## src/rtl/ws2812_pkg.sv

```systemverilog
// ws2812_pkg: shared FSM state type and ns-to-cycle conversion for the WS2812 streamer
package ws2812_pkg;

  typedef enum logic [1:0] {IDLE, SEND, LATCH} state_t;

  // floor(hz * ns / 1e9) in 64-bit so large clocks times long latch times cannot overflow
  function automatic longint unsigned ns2cyc(input longint unsigned hz, input longint unsigned ns);
    return hz * ns / 64'd1_000_000_000;
  endfunction

endpackage

```

## src/rtl/ws2812_bitcell.sv

```systemverilog
// ws2812_bitcell: one WS2812 bit cell generator; start is held high to run cells back to back
module ws2812_bitcell #(
  parameter int N_CELL = 31,
  parameter int N0H = 10,
  parameter int N1H = 20
) (
  input  logic clk,
  input  logic reset,
  input  logic bit_in,
  input  logic start,
  output logic led_o,
  output logic cell_last
);

  localparam int CW = $clog2(N_CELL + 1);

  logic [CW-1:0] cnt;

  assign cell_last = start && cnt == CW'(N_CELL - 1);

  // position within the current cell; parked at zero while idle so the first cell starts clean
  always_ff @(posedge clk)
    cnt <= (reset || !start || cell_last) ? '0 : cnt + CW'(1);

  // line is high for the first NxH cycles of each cell, chosen by the bit being sent
  always_ff @(posedge clk)
    led_o <= !reset && start && cnt < CW'(bit_in ? N1H : N0H);

endmodule

```

## src/rtl/ws2812_stream.sv

```systemverilog
// ws2812_stream: pixel stream to WS2812 serial line; optional WS2812_BRIGHTNESS_EN adds brightness scaling
module ws2812_stream
  import ws2812_pkg::*;
#(
  parameter int CLK_HZ = 25_000_000,
  parameter int LED_CNT = 8,
  parameter int CHANNELS = 3,
  parameter int BPC = 8,
  parameter int T_CELL_NS = 1250,
  parameter int T0H_NS = 400,
  parameter int T1H_NS = 800,
  parameter int T_LATCH_NS = 50000
) (
  input  logic clk,
  input  logic reset,
`ifdef WS2812_BRIGHTNESS_EN
  input  logic [7:0] brightness,
`endif
  input  logic [CHANNELS*BPC-1:0] pix_data,
  input  logic pix_valid,
  output logic pix_ready,
  output logic led_o,
  output logic busy,
  output logic frame_done,
  output logic underrun
);

  localparam int W = CHANNELS * BPC;
  localparam int N_CELL = int'(ns2cyc(64'(CLK_HZ), 64'(T_CELL_NS)));
  localparam int N0H = int'(ns2cyc(64'(CLK_HZ), 64'(T0H_NS)));
  localparam int N1H = int'(ns2cyc(64'(CLK_HZ), 64'(T1H_NS)));
  localparam int N_LATCH = int'(ns2cyc(64'(CLK_HZ), 64'(T_LATCH_NS)));
  localparam int BW = $clog2(W + 1);
  localparam int PW = $clog2(LED_CNT + 1);
  localparam int LW = $clog2(N_LATCH + 1);

  state_t state;
  logic [W-1:0] hold, shift, load;
  logic hold_full, accept, cell_last, px_last, load_now;
  logic [BW-1:0] bit_cnt;
  logic [PW-1:0] pix_cnt;
  logic [LW-1:0] lat_cnt;

`ifdef WS2812_BRIGHTNESS_EN
  function automatic logic [W-1:0] scale(input logic [W-1:0] px, input logic [7:0] b);
    logic [W-1:0] r;
    logic [BPC+8:0] p;
    r = '0;
    for (int c = 0; c < CHANNELS; c++) begin
      p = (BPC+9)'(px[c*BPC +: BPC]) * (BPC+9)'({1'b0, b} + 9'd1);
      r[c*BPC +: BPC] = p[BPC+7:8];
    end
    return r;
  endfunction
  assign load = scale(hold, brightness);
`else
  assign load = hold;
`endif

  assign pix_ready = !hold_full && state != LATCH;
  assign busy = state != IDLE;
  assign accept = pix_valid && pix_ready;
  assign px_last = cell_last && bit_cnt == BW'(W - 1);
  // a frame starts from a full holding register, and each pixel boundary refills the shifter if more pixels are due
  assign load_now = hold_full && ((state == IDLE) || (px_last && pix_cnt != PW'(LED_CNT)));

  ws2812_bitcell #(.N_CELL(N_CELL), .N0H(N0H), .N1H(N1H)) u_cell (
    .clk(clk),
    .reset(reset),
    .bit_in(shift[W-1]),
    .start(state == SEND),
    .led_o(led_o),
    .cell_last(cell_last)
  );

  // holding/shift datapath plus the IDLE/SEND/LATCH controller with its one-cycle status pulses
  always_ff @(posedge clk) begin
    if (reset) begin
      state <= IDLE;
      hold <= '0;
      hold_full <= 1'b0;
      shift <= '0;
      bit_cnt <= '0;
      pix_cnt <= '0;
      lat_cnt <= '0;
      frame_done <= 1'b0;
      underrun <= 1'b0;
    end else begin
      frame_done <= 1'b0;
      underrun <= 1'b0;
      if (accept) hold <= pix_data;
      hold_full <= accept || (hold_full && !load_now);
      shift <= load_now ? load : cell_last ? shift << 1 : shift;
      bit_cnt <= (load_now || px_last) ? '0 : bit_cnt + BW'(cell_last);
      case (state)
        IDLE: begin
          if (hold_full) begin
            state <= SEND;
            pix_cnt <= PW'(1);
          end
        end
        SEND: begin
          if (px_last && load_now) pix_cnt <= pix_cnt + PW'(1);
          else if (px_last) begin
            state <= LATCH;
            underrun <= pix_cnt != PW'(LED_CNT);
          end
        end
        LATCH: begin
          lat_cnt <= lat_cnt + LW'(1);
          if (lat_cnt == LW'(N_LATCH - 1)) begin
            state <= IDLE;
            lat_cnt <= '0;
            pix_cnt <= '0;
            frame_done <= 1'b1;
          end
        end
        default: state <= IDLE;
      endcase
    end
  end

endmodule

```

## config.mk

```make
export PLATFORM = sky130hd
export DESIGN_NAME = ws2812_stream
export DESIGN_NICKNAME = d
export VERILOG_FILES = /design/src/rtl/ws2812_pkg.sv /design/src/rtl/ws2812_bitcell.sv /design/src/rtl/ws2812_stream.sv
export SDC_FILE = /design/constraint.sdc
export NUM_CORES = 1
export LEC_CHECK = 0
export BUFFER_PORTS_ARGS = -buffer_cell sky130_fd_sc_hd__buf_2
export CAP_MARGIN = 10
export CORE_MARGIN = 10
export CORE_UTILIZATION = 35
export CTS_BUF_LIST = sky130_fd_sc_hd__clkbuf_4
export DETAILED_ROUTE_END_ITERATION = 16
export PLACE_DENSITY_LB_ADDON = 0.08
export SYNTH_ARGS = -nofsm -noshare
export SYNTH_HDL_FRONTEND = slang
export SYNTH_SLANG_ARGS = --single-unit
```

## constraint.sdc

```tcl
create_clock -name clk -period 4.5 [get_ports clk]
set_clock_uncertainty 0.2 [all_clocks]
set_input_delay 0.45 -clock clk [delete_from_list [all_inputs] [get_ports clk]]
set_output_delay 0.45 -clock clk [all_outputs]
set_load 0.03 [all_outputs]
```

## Word level (Yosys, flattened, before mapping)

Index checks and enable logic that the tools add are counted.

- Add/sub/neg operators: 4
- Magnitude comparators: 1
- Eq/ne operators: 12
- Multiplexer cells: 14
- Bitwise logic cells: 3
- Reductions and logical operators: 28

Operators with widths:

| kind | count |
|---|---|
| 2-to-1 mux 24 bit | 2 |
| 2-to-1 mux 4 bit | 3 |
| != test 2 bit (second input constant) | 6 |
| case mux 4 bit (3 select lines) | 1 |
| adder 11 x 1 -> 11 bit (second input constant) | 1 |
| == test 11 bit (second input constant) | 1 |
| 2-to-1 mux 11 bit | 1 |
| == test 5 bit (second input constant) | 2 |
| logical AND 1 bit | 10 |
| 2-to-1 mux 2 bit | 4 |
| AND reduction 4 bit | 2 |
| case mux 2 bit (3 select lines) | 1 |
| adder 5 x 1 -> 5 bit | 1 |
| adder 5 x 1 -> 5 bit (second input constant) | 1 |
| logical OR 1 bit | 5 |
| less-than comparator 5 bit | 1 |
| 2-to-1 mux 5 bit | 1 |
| adder 4 x 1 -> 4 bit (second input constant) | 1 |
| zero test 1 bit | 4 |
| != test 4 bit (second input constant) | 1 |
| nonzero test 2 bit | 2 |
| OR reduction 2 bit | 2 |
| OR reduction 4 bit | 1 |
| inverter 1 bit | 3 |
| other kinds (5) | 5 |

- Bits in registers: 79
- Bits of input ports: 27
- Output and inout bits: 5
- Word-level logic and storage cells: 73

## Longest topological paths before layout

Gate-level depths: netlist of the first run.

- Word-level depth: 9
- Depth in mapped cells: 11
- Depth with buffers taken out: 10

## Hierarchy

A second synthesis of the first run with hierarchy kept.

- Cells, all modules: 397
- Area, all modules: 3467.1 um2

By module, submodules not included:

| module | times used | cells each | area an instance (um2) | sequential area each (um2) |
|---|---|---|---|---|
| ws2812_stream | 1 | 366 | 3171.8 | 1461.4 |
| ws2812_bitcell | 1 | 31 | 295.3 | 120.1 |

## Worst setup path after synthesis of the first run

No wires, ideal clock.

- Path kind: register to register
- Start point: reg state[1]
- End point: reg bit_cnt[4]
- Setup time: 0.114 ns
- Arrival: 1.930 ns
- Required time: 4.186 ns
- Setup slack: 2.255 ns
- Cell stages (with the launch flop): 12
- Clock period less this slack: 2.245 ns
- Path through: dfxtp_1 inv_1 ha_1 and4_1 nand2_1 inv_2 clkbuf_1 ha_1 ha_1 nand3_1 xor2_1 nor2_1

- Word-level cells in the longest chain between the ends: 8

Ends and longest elaborated chain:

| element | RTL line | source |
|---|---|---|
| from (decl) | ws2812_stream.sv:37 | `state_t state;` |
| from (signal assigned) | ws2812_stream.sv:79 | `state <= IDLE;` |
| from (signal assigned) | ws2812_stream.sv:98 | `state <= SEND;` |
| from (signal assigned) | ws2812_stream.sv:105 | `state <= LATCH;` |
| parallel branches: the longest is 8 deep, another holds adder 5 x 1 -> 5 bit | -- |  |
| to (signal assigned) | ws2812_stream.sv:94 | `bit_cnt <= (load_now \|\| px_last) ? '0 : bit_cnt + BW'(cell_last);` |
| to (decl) | ws2812_stream.sv:40 | `logic [BW-1:0] bit_cnt;` |

Parallel ways; which one is timed is not known.
A chain may end at the register's enable or synchronous reset.

## Worst setup path in the final report of the first run

Ends and elaborated chain as after synthesis.

==> flow_summary.ini, run 1 <==
[synthesis]
synth_mux_area_share_pct = 0.546
synth_edf_count = 0
synth.top_cells.by_area = dfxtp_1, nand2_1, a311oi_2
synth-simple-area-share_pct = 24.8
synthAdderAreaFrac_pct = 5.12
synthesis.area_um2 = 3670
async_reset_ff_share_pct = 0
yosysSeqAreaShare_pct = 43.1
synth-xor-area-share_pct = 3.58
syn-num-nets = 458
yosys_warnings = 0
synth_top_area_share_pct = 43.1
synth_compound_area_share_pct = 17.7
syn_area_per_cell_um2 = 8.82
synth-main-ff-cell = dfxtp_1
ys_seq_elements = 79
syn_inst = 416
post-synth-top-area-cell = dfxtp_1
synth.distinct_cells = 50
synth_top_family_by_area = simple AND/OR/NAND/NOR gates

[timing]
max_slew_margin_pct = 34.3
rsz0062_at_grt = false
period_needed_ns = 3.04
setup_viol = 0
hold_viol = 0
drv_slew = 0
worst_slack_ns = 1.46
fin_tns_setup_ns = 0
holdWs_ns = 0.0450
timing_worst_slew_pin_value_ns = 0.985
fmax_mhz = 329
min_period_over_period_pct = 67.5

[worst_setup_path]
cp.required_ns = 4.63
crit_type = register to register
r2r_start = state[1]
critPathArrivalTime_ns = 3.17
critPathMaxFanout = 25
crit_chain = inv_1 -> ha_1 -> and4_1 -> nand2_1 -> inv_2 -> ha_1 -> ha_1 -> nand3_1 -> xor2_1 -> nor2_1
r2r_slack_ns = 1.46
worstSetupEndpointType = register
cp_num_buf_inv = 2
max_stage_delay_ns = 0.64
crit_path_start = state[1]
crit_top_cell = ha_1
path_delay_family = simple AND/OR/NAND/NOR gates
cpMaxStageDelayCell = nand2_1
crit_path_start_kind = register

[route]
dr_total_vias = 2810
ant_nets = 0
wl_per_cell_um = 14.1
first_iter_violations = 179
avgViaCountPerCell = 4.92
drcViolationCount = 0
dr.pass1.iters = 4
routed_wl_um = 8080

[finish]
area_growth_pct = 7.98
final_cell_mix = nand2_1, dfxtp_1, buf_2
nNetsFinal = 474
final_util_pct = 38.5
layout.cells.most_common = nand2_1
drive_gt1_share_pct = 16.6
antenna_cells = 0

[floorplanning]
dieArea_um2 = 15000
start_util_pct = 35.7
boundaryPins = 32
die_w_um = 122
rows = 37
die_h_um = 122
core_area_um2 = 10300

[cts]
cts_root_buf = clkbuf_4
post-cts-setup-buffer-count = 0
htreeDepth = 3
clockBufferDepth = 2
cts.sink_count = 79
cts_buffers = 9
cts_resized = 0
clk_latency_ns = 0.43
clk_pin_slew_ns = 0.12
ctsHoldBuffers = 0
cts_tree = built

[power]
power_frac_seq_pct = 49.4
power_frac_comb_pct = 29.2
clockPowerShare_pct = 21.4
internal-power_uw = 1100
p_per_area_nw_per_um2 = 426
switching_share_pct = 34.5
p_leak_uw = 0.00146
peakVddDrop_uv = 139
total_power_uw = 1690
switchingPower_uw = 582

[placed_design]
place_hpwl_um = 5100
port_buffers = 31
place_ws_ns = 1.45
place.gp.congestion = 0.757

[global_route]
grt_overflow = 0
grt_max_degree = 35
grt_usage_pct = 11.4
grt_antenna_before_repair = 0
grt_pass1_vias = 2885
grt_pass1_wl_um = 13900

[status]
status = finished clean

[flow_run]
maxCapViolCount = 0

[hold_path]
hold_start = pix_data[5]
hp-class = input port to register
-- layer usage --
| metal | part of all wire (%) | vias up | wire (um) | track usage [%] |
|---|---|---|---|---|
| li1 | - | 1462 | - | - |
| met1 | 52 | 1311 | 4190 | 14.9 |
| met2 | 44 | 29 | 3580 | 17.8 |
| met3 | 2.7 | 8 | 216 | 2.85 |
| met4 | 1.1 | 0 | 91 | 4.42 |
| met5 | 0 | - | 0 | 0 |
-- cells by family (layout without fill, tap and decap cells) --
kind of cell | count (synthesis) | in the layout
simple gates | 189 | 189
flops | 79 | 79
compound gates | 76 | 76
buf+inv | 40 | 59
fa+ha+maj | 15 | 15
xor+xnor | 15 | 15
mux | 2 | 2
-- tightest hold or removal path: cells and delay by family --
family	cells	cell delay (ns)
compound gates	1	0.05
buf+inv	1	0.09
simple gates	1	0.04
-- registers in the layout, indices dropped and copies added (netlist names) --
signal,cells
state,2
shift,24
u_cell.led_o,1
u_cell.cnt,5
lat_cnt,11
pix_cnt,4
hold_full,1
underrun,1
bit_cnt,5
frame_done,1
hold,24
-- path summary, 6_finish.rpt --
path	endpoint	cells after the start
setup / recovery	bit_cnt[4]	10
hold / removal	hold[5]	3
setup reg to reg	bit_cnt[4]	10
hold reg to reg	hold[13]	2
-- power groups by stage --
stage | Sequential, uW | Clock [uW] | Combinational, uW
2_1_floorplan | 835 | 0 | 417
3_3_place_gp | 847 | 0 | 501
3_5_place_dp | 848 | 0 | 499
4_1_cts | 833 | 388 | 502
5_1_grt | 844 | 410 | 554
6_report | 833 | 362 | 492
-- cells in the mapped netlist, types with 3 or more instances --
cell      count
a21oi_1      28
nand2_1     101
dfxtp_1      79
buf_6         4
xor2_1       11
clkbuf_1     18
and2_1        3
nor3b_1      24
xnor2_1       4
inv_1        11
nand2b_1      6
and3_1        3
a311oi_2     17
o21a_1        3
ha_1         15
buf_2         4
nand3_1      10
a311oi_1      6
nand4_1       3
a31oi_1       3
nor2_1       25
-- metrics by stage --
| step | cell area (um^2) | instances |
|---|---|---|
| final | 3960 | 571 |
| after global routing | 3960 | 571 |
| after CTS | 3960 | 571 |
| after detailed placement | 3860 | 557 |
| after global placement | 3860 | 557 |
| after floorplan | 3670 | 416 |
-- area by class of cell --
class,count,area [um^2]
clock buffer,12,90.1
clock inverter,2,10.0
fill,1113,6320
inverter,13,48.8
multi-input combinational,297,1900
sequential,79,1580
tap,136,170
timing repair buffer,32,163
Power figures use the tool's default switching activity.
==> run 2: changes to the inputs <==
==> constraint.sdc (replaced) <==
create_clock -name clk -period 2.7 [get_ports clk]
set_clock_uncertainty 0.2 [all_clocks]
set_input_delay 0.27 -clock clk [delete_from_list [all_inputs] [get_ports clk]]
set_output_delay 0.27 -clock clk [all_outputs]
set_load 0.03 [all_outputs]
==> run 2 against run 1 <==
Compared with the run above:
- sequential power grew 67%
- fmax is 25% higher
- critical endpoint is now hold[2]
- clock power increased by 92%
==> flow_summary.ini, run 2 (synthesis results as in run 1) <==
[status]
status = finished clean

[worst_setup_path]
crit_path_start_kind = register
r2r_start = state[0]
critPathArrivalTime_ns = 2.59
critPathMaxFanout = 24
crit_type = register to register
worstSetupEndpointType = register
r2r-end = hold[2]
cp.required_ns = 2.86
r2r_slack_ns = 0.27
worstRegToRegCells = 8

[route]
dr_total_vias = 2972
wl_per_cell_um = 13.8
ant_nets = 0
dr.pass1.iters = 4
drcViolationCount = 0
first_iter_violations = 121
routed_wl_um = 8410
avgViaCountPerCell = 4.88

[global_route]
grt_pass1_wl_um = 14200
grt_usage_pct = 11.6
grt_antenna_before_repair = 0
grt_max_degree = 35
grt_overflow = 0
grt_pass1_vias = 2886

[finish]
area_growth_pct = 18.0
reg.largest.list = hold x24, shift x24, lat_cnt x11
layout.cells.most_common = nand2_1
nNetsFinal = 510
final_cells = 609
drive_gt1_share_pct = 17.5
fill_cells = 1051
antenna_cells = 0
final_cell_mix = nand2_1, dfxtp_1, buf_2

[flow_run]
maxCapViolCount = 0

[power]
p_leak_uw = 0.00162
clockPowerShare_pct = 23.5
p_per_area_nw_per_um2 = 683
internal-power_uw = 1950
power_frac_seq_pct = 46.9
switchingPower_uw = 1000
peakVddDrop_uv = 266
switching_share_pct = 33.9
power_frac_comb_pct = 29.6

[cts]
cts_root_buf = clkbuf_4
clockBufferDepth = 2
clk_latency_ns = 0.41
cts_buffers = 9
cts_tree = built
htreeDepth = 3
cts.sink_count = 79
clk_pin_slew_ns = 0.13
post-cts-setup-buffer-count = 0

[timing]
period_needed_ns = 2.43
drv_slew = 0
hold_viol = 0
min_period_over_period_pct = 90.0
fin_tns_setup_ns = 0
timing_worst_slew_pin_value_ns = 0.502
max_slew_margin_pct = 66.5
fmax_mhz = 411
rsz0062_at_grt = false
setup_viol = 0

[placed_design]
place_inst = 567
place.gp.congestion = 0.747
port_buffers = 31
place_hpwl_um = 5450

[floorplanning]
start_util_pct = 35.7
boundaryPins = 32
rows = 37
core_area_um2 = 10300
die_w_um = 122
die_h_um = 122
dieArea_um2 = 15000

[hold_path]
hp-class = input port to register
min_path_cells = 5
hold_start = pix_valid
min_to = hold[8]
==> run 2: changes by cell type in the layout (fill, tap and decap cells not counted), sizes merged <==
cell	before	now
clkbuf	12	9
bufinv	0	1
clkinvlp	0	2
dlygate4sd3	0	26
buf	32	42
clkinv	2	4
==> run 2: worst max-delay path, cell delays in order, from the launching register on <==
cell           delay, ns
dfxtp_1             0.41
inv_1               0.08
ha_1                0.28
nor2_1              0.22
and2_1              0.16
buf_4               0.27
nand2_1             0.10
a21oi_1             0.12
dlygate4sd3_1       0.55
==> run 2: per-stage QoR <==
stage	area [um^2]	util (%)	hold slack [ns]	power [uW]	setup slack, ns
CTS	4330	42.1	0.159	3000	0.244
global placement	3940	38.3	0.250	2260	0.549
detailed placement	3940	38.3	0.253	2270	0.483
global route	4330	42.1	0.190	3160	0.0750
finish	4330	42.1	0.197	2960	0.269
floorplan	3670	-	0.206	2090	0.455
==> run 2: how the worst max path moves through the flow <==
stage             start          to  slack, ns  cells past startpoint
6_report       state[0]     hold[2]       0.27                      8
3_3_place_gp   state[1]   shift[18]       0.55                      8
3_5_place_dp   state[1]    shift[2]       0.48                      8
2_1_floorplan  state[1]  bit_cnt[4]       0.46                     11
4_1_cts        state[0]     hold[2]       0.24                      8
5_1_grt        state[0]     hold[2]       0.08                      8
==> run 2: power groups by stage <==
stage               registers [uW]  logic (uW)  clock network (uW)
finish                        1390         877                 694
global route                  1400         982                 776
CTS                           1390         894                 725
detailed placement            1410         858                   0
global placement              1410         851                   0
floorplan                     1390         695                   0
==> run 2: cell type report <==
class / count / area [um^2] / area share [%]
Clock buffer: 9 / 67.6 / 1.56
Clock inverter: 7 / 63.8 / 1.47
Inverter: 13 / 48.8 / 1.13
Multi-Input combinational cell: 297 / 1900 / 43.8
Sequential cell: 79 / 1580 / 36.6
Tap cell: 136 / 170 / 3.93
Timing Repair Buffer: 68 / 498 / 11.5
==> run 2: layer usage <==
| layer | vias up | part of all wire (%) | track usage [%] | wire length (um) |
|---|---|---|---|---|
| met1 | 1384 | 49 | 15.0 | 4130 |
| li1 | 1540 | - | - | - |
| met5 | - | 0 | 0 | 0 |
| met4 | 0 | 1.1 | 4.42 | 94 |
| met3 | 9 | 2.9 | 2.39 | 247 |
| met2 | 39 | 47 | 18.7 | 3940 |
==> run 2: repair_timing <==
item,in CTS,in global routing
endpoints found under the hold margin,27,0
hold buffers,26,0
resized for setup,0,0
